### src/rtl/fft_pkg.sv
// -----------------------------------------------------------------------------
// fft_pkg
//   Shared types and helpers for the radix-2 butterfly engine.
//   - bfly_state_t : butterfly controller states
//   - sat_t / sat  : generic signed saturation to a run-time width, returning
//                    the clipped value together with a clip flag
// -----------------------------------------------------------------------------
package fft_pkg;

    typedef enum logic [2:0] {
        IDLE = 3'd0,
        MUL  = 3'd1,
        SUM  = 3'd2,
        BFLY = 3'd3,
        DONE = 3'd4
    } bfly_state_t;

    // Wide enough to hold every intermediate of the butterfly before clipping.
    localparam int SAT_XW = 64;

    localparam logic signed [SAT_XW-1:0] SAT_ONE = {{(SAT_XW-1){1'b0}}, 1'b1};

    typedef struct packed {
        logic signed [SAT_XW-1:0] val;
        logic                     clip;
    } sat_t;

    // Clamp x to the signed range of 'width' bits.
    function automatic sat_t sat(input logic signed [SAT_XW-1:0] x, input int width);
        logic signed [SAT_XW-1:0] hi;
        logic signed [SAT_XW-1:0] lo;
        sat_t r;
        hi = (SAT_ONE <<< (width - 1)) - SAT_ONE;
        lo = ~hi;
        if (x > hi) begin
            r.val  = hi;
            r.clip = 1'b1;
        end else if (x < lo) begin
            r.val  = lo;
            r.clip = 1'b1;
        end else begin
            r.val  = x;
            r.clip = 1'b0;
        end
        return r;
    endfunction

endpackage

### src/rtl/fft_mul_round.sv
// -----------------------------------------------------------------------------
// fft_mul_round
//   Single signed W x W real multiplier followed by optional round-half-up,
//   arithmetic shift right by FRAC and saturation to W+1 bits. Purely
//   combinational; the butterfly controller time-shares one instance.
// Ports
//   x, y  in   W    signed operands (y is the Q1.FRAC twiddle component)
//   p     out  W+1  rounded, shifted, saturated product
//   clip  out  1    product hit the W+1-bit limit
// -----------------------------------------------------------------------------
module fft_mul_round
    import fft_pkg::*;
#(
    parameter int W     = 16,
    parameter int FRAC  = W - 1,
    parameter int ROUND = 1
) (
    input  logic signed [W-1:0] x,
    input  logic signed [W-1:0] y,
    output logic signed [W:0]   p,
    output logic                clip
);

    localparam logic signed [2*W:0] RND =
        (ROUND != 0) ? ((2*W+1)'(1) <<< (FRAC - 1)) : '0;

    logic signed [2*W-1:0] prod;
    logic signed [2*W:0]   prod_rnd;
    logic signed [2*W:0]   prod_sh;
    sat_t                  prod_sat;
    logic                  unused_prod_hi;

    always_comb begin
        prod     = (2*W)'(x) * (2*W)'(y);
        // One guard bit so the rounding constant cannot wrap the product.
        prod_rnd = (2*W+1)'(prod) + RND;
        prod_sh  = prod_rnd >>> FRAC;
        prod_sat = sat(SAT_XW'(prod_sh), W + 1);
    end

    assign p    = prod_sat.val[W:0];
    assign clip = prod_sat.clip;

    assign unused_prod_hi = ^prod_sat.val[SAT_XW-1:W+1];

endmodule

### src/rtl/fft_bfly_cplx.sv
// -----------------------------------------------------------------------------
// fft_bfly_cplx
//   Radix-2 DIT complex butterfly: y = a + w*b, z = a - w*b.
//   One shared real multiplier produces the four partial products over four
//   cycles; then the twiddled term t is formed, then the add/sub stage with
//   optional scale-by-1/2. Every saturation sets a sticky overflow flag.
//   Latency accept -> out_valid is 6 edges; back-to-back rate is one per 7.
// Ports
//   clk, rst                 clock (rising), asynchronous active-low reset
//   in_valid / in_ready      operand handshake (a, b, w, inv, scale)
//   a_re,a_im,b_re,b_im      operands, W-bit signed
//   w_re,w_im                twiddle, Q1.FRAC
//   inv                      1: use conj(w)
//   scale                    1: halve y and z
//   out_valid / out_ready    result handshake; y/z held while out_ready=0
//   y_re,y_im,z_re,z_im      results, saturated to W bits
//   ovf, clr_ovf             sticky overflow flag and its synchronous clear
// -----------------------------------------------------------------------------
module fft_bfly_cplx
    import fft_pkg::*;
#(
    parameter int W     = 16,
    parameter int FRAC  = W - 1,
    parameter int ROUND = 1
) (
    input  logic                clk,
    input  logic                rst,
    input  logic                in_valid,
    output logic                in_ready,
    input  logic signed [W-1:0] a_re,
    input  logic signed [W-1:0] a_im,
    input  logic signed [W-1:0] b_re,
    input  logic signed [W-1:0] b_im,
    input  logic signed [W-1:0] w_re,
    input  logic signed [W-1:0] w_im,
    input  logic                inv,
    input  logic                scale,
    output logic                out_valid,
    input  logic                out_ready,
    output logic signed [W-1:0] y_re,
    output logic signed [W-1:0] y_im,
    output logic signed [W-1:0] z_re,
    output logic signed [W-1:0] z_im,
    output logic                ovf,
    input  logic                clr_ovf
);

    bfly_state_t         state_q;
    bfly_state_t         state_d;
    logic [1:0]          cnt_q;
    logic                accept;

    logic signed [W-1:0] a_re_p0, a_im_p0, b_re_p0, b_im_p0, w_re_p0, w_im_p0;
    logic                inv_p0, scale_p0;

    logic signed [W-1:0] mul_x, mul_y;
    logic signed [W:0]   mul_p;
    logic                mul_clip;
    logic signed [W:0]   prod_p1 [4];

    logic signed [W+1:0] sum_re, sum_im;
    sat_t                sat_tre, sat_tim;
    logic signed [W-1:0] t_re_p2, t_im_p2;

    sat_t                sat_yre, sat_yim, sat_zre, sat_zim;
    logic                ovf_set;
    logic                unused_sat_hi;

    // Halve a butterfly sum when scaling is selected (arithmetic, truncating).
    function automatic logic signed [W:0] half_if(input logic signed [W:0] v, input logic s);
        return s ? (v >>> 1) : v;
    endfunction

    // Full-precision add/sub of a and t, optional halving, then clip to W.
    function automatic sat_t bfly_leg(input logic signed [W-1:0] a, input logic signed [W-1:0] t,
                                      input logic sub, input logic s);
        logic signed [W:0] v;
        v = sub ? ((W+1)'(a) - (W+1)'(t)) : ((W+1)'(a) + (W+1)'(t));
        return sat(SAT_XW'(half_if(v, s)), W);
    endfunction

    // ---------------- controller ----------------
    assign accept    = in_valid & in_ready;
    assign out_valid = (state_q == DONE);

    always_comb begin
        state_d  = state_q;
        in_ready = 1'b0;
        case (state_q)
            IDLE: begin
                in_ready = 1'b1;
                if (in_valid) state_d = MUL;
            end
            MUL:  if (cnt_q == 2'd3) state_d = SUM;
            SUM:  state_d = BFLY;
            BFLY: state_d = DONE;
            DONE: begin
                // Handover: releasing the result and accepting the next set
                // happen on the same edge.
                in_ready = out_ready;
                if (out_ready) state_d = in_valid ? MUL : IDLE;
            end
            default: state_d = IDLE;
        endcase
    end

    always_ff @(posedge clk or negedge rst) begin
        if (!rst) begin
            state_q <= IDLE;
            cnt_q   <= 2'd0;
        end else begin
            state_q <= state_d;
            if (accept)              cnt_q <= 2'd0;
            else if (state_q == MUL) cnt_q <= cnt_q + 2'd1;
        end
    end

    // ---------------- stage 0: operand capture at accept ----------------
    always_ff @(posedge clk or negedge rst) begin
        if (!rst) begin
            a_re_p0  <= '0;
            a_im_p0  <= '0;
            b_re_p0  <= '0;
            b_im_p0  <= '0;
            w_re_p0  <= '0;
            w_im_p0  <= '0;
            inv_p0   <= 1'b0;
            scale_p0 <= 1'b0;
        end else if (accept) begin
            a_re_p0  <= a_re;
            a_im_p0  <= a_im;
            b_re_p0  <= b_re;
            b_im_p0  <= b_im;
            w_re_p0  <= w_re;
            w_im_p0  <= w_im;
            inv_p0   <= inv;
            scale_p0 <= scale;
        end
    end

    // ---------------- stage 1: shared multiplier, products 0..3 ----------------
    // cnt 0: br*wr, 1: bi*wi, 2: br*wi, 3: bi*wr
    assign mul_x = cnt_q[0] ? b_im_p0 : b_re_p0;
    assign mul_y = (cnt_q == 2'd0 || cnt_q == 2'd3) ? w_re_p0 : w_im_p0;

    fft_mul_round #(
        .W     (W),
        .FRAC  (FRAC),
        .ROUND (ROUND)
    ) u_mul (
        .x    (mul_x),
        .y    (mul_y),
        .p    (mul_p),
        .clip (mul_clip)
    );

    always_ff @(posedge clk or negedge rst) begin
        if (!rst) begin
            for (int i = 0; i < 4; i++) prod_p1[i] <= '0;
        end else if (state_q == MUL) begin
            prod_p1[cnt_q] <= mul_p;
        end
    end

    // ---------------- stage 2: twiddled term t = w*b (or conj(w)*b) ----------------
    always_comb begin
        if (inv_p0) begin
            sum_re = (W+2)'(prod_p1[0]) + (W+2)'(prod_p1[1]);
            sum_im = (W+2)'(prod_p1[3]) - (W+2)'(prod_p1[2]);
        end else begin
            sum_re = (W+2)'(prod_p1[0]) - (W+2)'(prod_p1[1]);
            sum_im = (W+2)'(prod_p1[2]) + (W+2)'(prod_p1[3]);
        end
        sat_tre = sat(SAT_XW'(sum_re), W);
        sat_tim = sat(SAT_XW'(sum_im), W);
    end

    always_ff @(posedge clk or negedge rst) begin
        if (!rst) begin
            t_re_p2 <= '0;
            t_im_p2 <= '0;
        end else if (state_q == SUM) begin
            t_re_p2 <= sat_tre.val[W-1:0];
            t_im_p2 <= sat_tim.val[W-1:0];
        end
    end

    // ---------------- stage 3: butterfly add/sub, scale, result registers ----------------
    always_comb begin
        sat_yre = bfly_leg(a_re_p0, t_re_p2, 1'b0, scale_p0);
        sat_yim = bfly_leg(a_im_p0, t_im_p2, 1'b0, scale_p0);
        sat_zre = bfly_leg(a_re_p0, t_re_p2, 1'b1, scale_p0);
        sat_zim = bfly_leg(a_im_p0, t_im_p2, 1'b1, scale_p0);
    end

    always_ff @(posedge clk or negedge rst) begin
        if (!rst) begin
            y_re <= '0;
            y_im <= '0;
            z_re <= '0;
            z_im <= '0;
        end else if (state_q == BFLY) begin
            y_re <= sat_yre.val[W-1:0];
            y_im <= sat_yim.val[W-1:0];
            z_re <= sat_zre.val[W-1:0];
            z_im <= sat_zim.val[W-1:0];
        end
    end

    // ---------------- sticky overflow; a new clip beats a clear ----------------
    always_comb begin
        ovf_set = 1'b0;
        case (state_q)
            MUL:     ovf_set = mul_clip;
            SUM:     ovf_set = sat_tre.clip | sat_tim.clip;
            BFLY:    ovf_set = sat_yre.clip | sat_yim.clip | sat_zre.clip | sat_zim.clip;
            default: ovf_set = 1'b0;
        endcase
    end

    always_ff @(posedge clk or negedge rst) begin
        if (!rst)         ovf <= 1'b0;
        else if (ovf_set) ovf <= 1'b1;
        else if (clr_ovf) ovf <= 1'b0;
    end

    assign unused_sat_hi = ^{sat_tre.val[SAT_XW-1:W], sat_tim.val[SAT_XW-1:W],
                             sat_yre.val[SAT_XW-1:W], sat_yim.val[SAT_XW-1:W],
                             sat_zre.val[SAT_XW-1:W], sat_zim.val[SAT_XW-1:W]};

endmodule

### config.mk
export PLATFORM = sky130hd
export DESIGN_NAME = fft_bfly_cplx
export DESIGN_NICKNAME = d
export VERILOG_FILES = /design/src/rtl/fft_pkg.sv /design/src/rtl/fft_mul_round.sv /design/src/rtl/fft_bfly_cplx.sv
export SDC_FILE = /design/constraint.sdc
export NUM_CORES = 1
export LEC_CHECK = 0
export CORE_MARGIN = 4
export CORE_UTILIZATION = 44
export DETAILED_ROUTE_END_ITERATION = 10
export PLACE_DENSITY = 0.59
export SLEW_MARGIN = 5
export SYNTH_ARGS = -nofsm -noshare
export SYNTH_HDL_FRONTEND = slang
export SYNTH_SLANG_ARGS = --single-unit
### constraint.sdc
create_clock -name clk -period 16.8 [get_ports clk]
set_clock_uncertainty 0.05 [all_clocks]
set_input_delay 5.04 -clock clk [delete_from_list [all_inputs] [get_ports clk]]
set_output_delay 5.04 -clock clk [all_outputs]
set_load 0.02 [all_outputs]
# [Yosys cells after proc, flatten, opt, wreduce, memory -nomap -nowiden]
# Index checks and enable logic that the tools add are counted.
[word_totals] ff_bits=268 output_inout_bits=67 elab_cells=105
[classes] addsub=10 multipliers=1 magnitude_cmp=16 eq_ne=8 muxes=36 bitwise=6 reduce_logical=7
[ops] cell="$mux W17" n=13
[ops] cell="$mux W16" n=6
[ops] cell="$mux W18" n=4
[ops] cell="$bwmux W68" n=1
[ops] cell="$gt A17 B16 Y1 const B" n=4
[ops] cell="$lt A17 B16 Y1 const B" n=4
[ops] cell="$add A17 B17 Y18" n=2
[ops] cell="$gt A18 B16 Y1 const B" n=2
[ops] cell="$lt A18 B16 Y1 const B" n=2
[ops] cell="$sub A17 B17 Y18" n=2
[ops] cell="$add A16 B16 Y17" n=2
[ops] cell="$demux W17 S2" n=1
[ops] cell="$sub A16 B16 Y17" n=2
[ops] cell="$add A32 B16 Y33 const B" n=1
[ops] cell="$mul A16 B16 Y32" n=1
[ops] cell="$gt A18 B17 Y1 const B" n=1
[ops] cell="$lt A18 B17 Y1 const B" n=1
[ops] cell="$pmux W3 S5" n=1
[ops] cell="$mux W3" n=3
[ops] cell="$eq A3 B2 Y1 const B" n=2
[ops] cell="$mux W2" n=2
[ops] cell="$ne A2 B1 Y1 const B" n=2
[ops] cell="$or A1 B1 Y1" n=4
[ops] cell="$reduce_bool A2 Y1" n=2
[ops] cell="17 further kinds" n=19

# [Depth between registers and ports, before layout]
# Gate-level depths: netlist of the first run.
[logic_depth] word_depth=10 mapped_depth=35 ltp_nobuf=28

# [By module]
# A second synthesis of the first run with hierarchy kept.
[unflattened] cells_unflattened=2860 hier_area_um2=27109.8
[modules_own_cells] mod="fft_bfly_cplx" instances=1 cells_per_inst=1776 area_per_inst_um2=17282.8 seq_area_each_um2=6706.4
[modules_own_cells] mod="fft_mul_round" instances=1 cells_per_inst=1084 area_per_inst_um2=9826.9 seq_area_each_um2=0.0

# [Worst setup path after synthesis of the first run]
# Ideal clock, no wire load.
[synth_timing] path_kind="input -> output" startpoint="input port out_ready" endpoint="output port in_ready" t_arrival_ns=5.680 required_ns=11.710 path_slack_ns=6.030 stages=2 cell_sequence="inv_1 a211oi_1"
[synth_via] elab_chain_cells=1
[synth_rtl] item="start, declared" line_no="fft_bfly_cplx.sv:39" text="input logic out_ready,"
[synth_rtl] item="$pmux W1 S2" line_no="fft_bfly_cplx.sv:89" text="case (state_q)"
[synth_rtl] item="end, declared" line_no="fft_bfly_cplx.sv:29" text="output logic in_ready,"
# Every way passes these cells.

# [Worst setup path in the final report of the first run]
# Same ends and word-level chain as after synthesis.

==> run_results.csv, run 1 <==
group,metric,value,unit
outcome,outcome,"complete, no violations",
clocking,cts_buffers,34,
critical_path,crit_fanout,2,
floorplanning,die_w,255,µm
critical_path,crit_arrival,6.97,ns
timing,hold_viol_final,0,
timing,tns,0,ns
timing,relSlewSlack,9.75,%
clocking,cts_num_sinks,268,
logic_synthesis,yosys_warnings,0,
logic_synthesis,synth-seq-area-share,25.0,%
logic_synthesis,syn_nets,3504,
global_routing,antenna_found_initial,0,
route,top_layer,"met4",
global_routing,grt_pass1_wl,115000,µm
critical_path,required,11.71,ns
timing,period_share,71.8,%
floorplanning,die_area,65100,µm²
timing,clock.fmax,0.0829,GHz
critical_path,r2r_start,"cnt_q[1]",
floorplanning,core,60400,µm²
route,met1Wirelength,33200,µm
route,drt_iter0_drc,1190,
critical_path,critPathLaunchType,"primary input",
floorplanning,row_count,90,
critical_path,critPathKind,"in2out",
clocking,h-tree-depth,2,
route,drt_first_pass_iters,8,
floorplanning,fp.dieH,255,µm
logic_synthesis,synth-async-reset-ratio,100,%
layout,syn2layout_area_growth,13.3,%
clocking,cts_tree,"done",
placed_design,dpl.hpwl,56900,µm
route,viasPerCell,5.39,
route,vias,20818,
critical_path,r2r_cells,27,
timing,setup_violations,0,
critical_path,critPathCapture,"in_ready",
layout,antenna_cells,0,
layout,layout-drive-gt1-share,9.10,%
clocking,clockBufferDepth,3,
logic_synthesis,synth-seq-cells,268,
route,wl_met3,3560,µm
timing,drv_slew,0,
global_routing,grt_use_total,22.2,%
route,drcViolationCount,0,
global_routing,gr-total-overflow,0,
clocking,hold_buffers,0,
timing,min_period,12.06,ns
route,wl_met2,32400,µm
logic_synthesis,synth_ff_type,"dfrtp_1",
route,wl,70800,µm
layout,final_nets,3613,
critical_path,r2r_setup_slack,7.71,ns
global_routing,grt_pass1_vias,21584,
clocking,root_buffer,"clkbuf_16",
logic_synthesis,syn_area,26900,µm²
critical_path,end_kind,"primary output",
floorplanning,io-pin-count,170,
min_path,hp-class,"reg2reg",
flow_run,maxCapViolations,0,
logic_synthesis,netlist_instances,2946,
floorplanning,start_util,44.5,%
route,wire_per_inst,18.3,µm
placed_design,numPortBuffers,169,
critical_path,r2r_end,"prod_p1[46]",
critical_path,setup.worst_path.start,"out_ready",
logic_synthesis,synth_edf_count,0,
clocking,post_cts_buffers,0,
logic_synthesis,ys_types,96,
timing,worstMarginPinSlew,1.32,ns
timing,rsz0062_at_grt,"false",
global_routing,grt_max_degree,180,
clocking,clk_pin_slew_worst_paths,0.05,ns
clocking,cts-resized-gates,0,
clocking,clkLatencyLatePin,0.54,ns
placed_design,gp_congestion,0.897,
logic_synthesis,avgSynthCellArea,9.12,µm²
route,postRouteAntennaNets,0,
==> per-layer routing <==
metal  vias to the layer above  track usage (%)
met4                         0             5.11
met3                        85             3.10
met1                     10316             31.4
li1                       9938                -
met5                         -                0
met2                       479             36.5
==> layout make-up <==
cell class                      instances  area (µm²)
Clock buffer                           44         970
Tap cell                              782         978
Fill cell                            5580       29900
Timing Repair Buffer                  195        1900
Inverter                              395        1480
Sequential cell                       268        6710
Clock inverter                         15         218
Multi-Input combinational cell       2161       18200
==> how the worst min path moves through the flow <==
stage	from	end	slack, ns	cells past startpoint
after floorplan	prod_p1[0]	prod_p1[0]	0.41	2
after global placement	z_re[14]	z_re[14]	0.41	2
after detailed placement	y_re[14]	y_re[14]	0.42	1
after CTS	y_re[14]	y_re[14]	0.43	1
after global routing	y_re[14]	y_re[14]	0.45	1
final	y_re[14]	y_re[14]	0.43	1
==> registers in the layout (all words and copies together), names as in the netlist <==
name      cells
t_re_p2      16
z_im         16
scale_p0      1
b_re_p0      16
a_im_p0      16
cnt_q         2
t_im_p2      16
prod_p1      68
b_im_p0      16
w_re_p0      16
z_re         16
a_re_p0      16
y_re         16
state_q       3
inv_p0        1
ovf           1
w_im_p0      16
y_im         16
==> Yosys cell counts, drive strengths merged (34+ instances only) <==
| cell | n | share of area, % |
|---|---|---|
| mux2i | 34 | 1.3 |
| clkbuf | 89 | 1.2 |
| nor3 | 40 | 0.75 |
| a211oi | 44 | 1.3 |
| dfrtp | 268 | 25 |
| fa | 273 | 20 |
| o21ai | 215 | 4.1 |
| xor2 | 39 | 1.3 |
| nand2b | 34 | 0.79 |
| a21oi | 162 | 3.1 |
| nor2 | 276 | 3.9 |
| xnor2 | 94 | 3.1 |
| mux2 | 131 | 5.5 |
| nand2 | 318 | 4.5 |
| inv | 394 | 5.5 |
| ha | 182 | 8.5 |
==> cell usage in the layout (no fill, tap or decap), types with 35 or more instances in the layout <==
master           count
dfrtp_1            266
nand2_1            316
ha_1               182
clkbuf_16           35
a211oi_1            42
a21oi_1            155
clkdlybuf4s50_1    168
inv_1              394
o21ai_0            155
nor2_1             271
fa_1               273
mux2_2             131
xor2_1              38
xnor2_1             93
o21ai_1             53
nor3_1              39
==> stage by stage <==
step | util, % | hold WS [ns] | cells | worst slack, ns | instance area (µm²)
5_1_grt | 50.4 | 0.452 | 3860 | 4.66 | 30400
4_1_cts | 50.4 | 0.431 | 3860 | 4.74 | 30400
3_3_place_gp | 48.4 | 0.407 | 3801 | 4.75 | 29200
2_1_floorplan | - | 0.406 | 2946 | 6.03 | 26900
3_5_place_dp | 48.4 | 0.419 | 3801 | 4.74 | 29200
6_report | 50.4 | 0.425 | 3860 | 4.74 | 30400
==> cell families (layout without fill, tap and decap cells) <==
| group | Yosys count | count (layout) | synth area share [%] |
|---|---|---|---|
| xor gates and xnor gates | 133 | 133 | 4.39 |
| DFF | 268 | 268 | 25.0 |
| adders and majority gates | 458 | 458 | 28.9 |
| and+or+nand+nor | 793 | 793 | 13.1 |
| muxes | 165 | 165 | 6.82 |
| AOI/OAI and AO/OA | 612 | 612 | 14.3 |
| buffers and inverters | 517 | 649 | 7.44 |
==> critical path: stages <==
cell,delay [ns]
clkdlybuf4s50_1,0.57
inv_1,0.09
a211oi_1,0.55
clkdlybuf4s50_1,0.72
Power of run 1 is left out: the tool's default activity adds up to more than one toggle a clock period on the data nets, which glitch-free logic cannot reach.
==> run 2, diff against run 1 <==
- PLACE_DENSITY: 0.59 -> 0.62
- clock period: 16.8 -> 9.8 ns (I/O delays scaled with it)
==> run_results.csv, run 2 (synthesis gave the netlist of run 1 again) <==
group,metric,value,unit
route,viasPerCell,5.43,
layout,utilization,50.2,%
placed_design,preCtsSetupSlack,1.06,ns
layout,design_area,30300,µm²
route,drcViolationCount,0,
layout,layout-drive-gt1-share,9.01,%
global_routing,grt_max_degree,184,
clocking,clk_pin_slew_worst_paths,0.06,ns
critical_path,critPathLaunchType,"flop",
timing,tns,0,ns
timing,rsz0062_at_grt,"false",
timing,relSlewSlack,6.00,%
critical_path,r2r_cells,24,
placed_design,gp_congestion,0.918,
route,drt_first_pass_iters,5,
critical_path,crit_arrival,9.16,ns
placed_design,dpl.hpwl,57100,µm
timing,setup_violations,0,
timing,hold_viol_final,0,
floorplanning,io-pin-count,170,
critical_path,required,10.20,ns
critical_path,r2r_end,"prod_p1[29]",
global_routing,antenna_found_initial,1,
floorplanning,row_count,90,
route,met1Wirelength,32900,µm
layout,final_cell_mix,"inv_1 (394), nand2_1 (316), fa_1 (273)",
clocking,h-tree-depth,1,
layout,final_common_cell,"inv_1",
min_path,min-delay-start,"y_im[3]",
route,wl_met2,32200,µm
floorplanning,die_w,255,µm
clocking,cts_tree,"done",
clocking,post_cts_buffers,0,
clocking,clkLatencyLatePin,0.60,ns
critical_path,crit_fanout,17,
critical_path,critPathKind,"reg2reg",
clocking,cts-resized-gates,0,
min_path,hp-class,"reg2reg",
clocking,cts_num_sinks,268,
route,postRouteAntennaNets,0,
route,top_layer,"met4",
timing,min_period,8.76,ns
critical_path,end_kind,"flop",
timing,period_share,89.4,%
layout,multi_input_area,18200,µm²
layout,largest_reg_flops,68,
timing,clock.fmax,0.114,GHz
clocking,cts_buffers,30,
layout,final_nets,3607,
layout,top_register,"prod_p1",
critical_path,r2r_start,"cnt_q[1]",
layout,n_fill_cell,5580,
timing,drv_slew,0,
clocking,hold_buffers,0,
placed_design,placed_cell_area,29200,µm²
floorplanning,fp.dieH,255,µm
min_path,hold_path_end,"y_im[3]",
route,wl_met3,4250,µm
floorplanning,die_area,65100,µm²
route,wl,70700,µm
route,drt_iter0_drc,1335,
route,wire_per_inst,18.3,µm
global_routing,gr-total-overflow,0,
timing,worstMarginPinSlew,1.37,ns
outcome,outcome,"complete, no violations",
clocking,root_buffer,"clkbuf_16",
floorplanning,start_util,44.5,%
global_routing,grt_pass1_vias,21552,
floorplanning,core,60400,µm²
flow_run,maxCapViolations,0,
placed_design,numPortBuffers,169,
timing,finalWorstSetupSlack,1.04,ns
critical_path,r2r_setup_slack,1.04,ns
global_routing,grt_pass1_wl,115000,µm
clocking,clockBufferDepth,3,
route,vias,20943,
min_path,hold_depth,2,
layout,seq_area,6710,µm²
layout,syn2layout_area_growth,12.8,%
global_routing,grt_use_total,21.9,%
==> run 2: cell count changes in the layout (fill, tap and decap cells not counted) <==
cell	change
clkinvlp_4	+4
clkinv_4	-1
clkinv_16	+1
clkinv_2	+1
diode_2	+1
clkbuf_1	-2
clkbuf_16	-5
bufinv_16	-1
clkbuf_8	-1
buf_4	-2
inv_8	+1
==> run 2: metrics by stage <==
step / hold slack (ns) / cells
final: 0.428 / 3856
after global routing: 0.454 / 3855
after CTS: 0.435 / 3855
after detailed placement: 0.421 / 3799
after global placement: 0.413 / 3799
after floorplan: 0.406 / 2946
==> run 2: cell type report <==
type                            instances  area share (%)
Antenna cell                            1         0.00826
Clock buffer                           36            2.72
Clock inverter                         20           0.842
Inverter                              395            4.89
Multi-Input combinational cell       2161            59.9
Sequential cell                       268            22.1
Tap cell                              782            3.23
Timing Repair Buffer                  193            6.23
==> run 2: how the worst max path moves through the flow <==
stage,startpoint,to,cells after the start
floorplan,cnt_q[0],prod_p1[13],32
global placement,cnt_q[1],prod_p1[24],24
detailed placement,cnt_q[1],prod_p1[20],24
CTS,cnt_q[1],prod_p1[20],24
global route,cnt_q[1],prod_p1[63],24
finish,cnt_q[1],prod_p1[29],24
==> run 2: critical path: stages (launching register included) <==
cell	delay, ns
dfrtp_1	0.39
inv_1	0.08
ha_1	0.79
mux2i_1	0.79
nor2_1	0.13
fa_1	0.73
inv_1	0.12
fa_1	0.48
inv_1	0.33
fa_1	0.51
fa_1	0.52
fa_1	0.50
inv_1	0.05
fa_1	0.47
inv_1	0.04
ha_1	0.37
and2_1	0.20
a31oi_1	0.22
a2bb2oi_1	0.21
o311ai_2	0.18
o2bb2ai_1	0.20
xor2_1	0.44
nand2_4	0.27
a31oi_1	0.39
a31oi_1	0.14
==> run 2: layer usage <==
| layer | vias up | track usage [%] |
|---|---|---|
| li1 | 9942 | - |
| met1 | 10352 | 31.6 |
| met2 | 561 | 35.6 |
| met3 | 88 | 3.36 |
| met4 | 0 | 4.40 |
| met5 | - | 0 |
Power of run 2 is left out for the same reason.
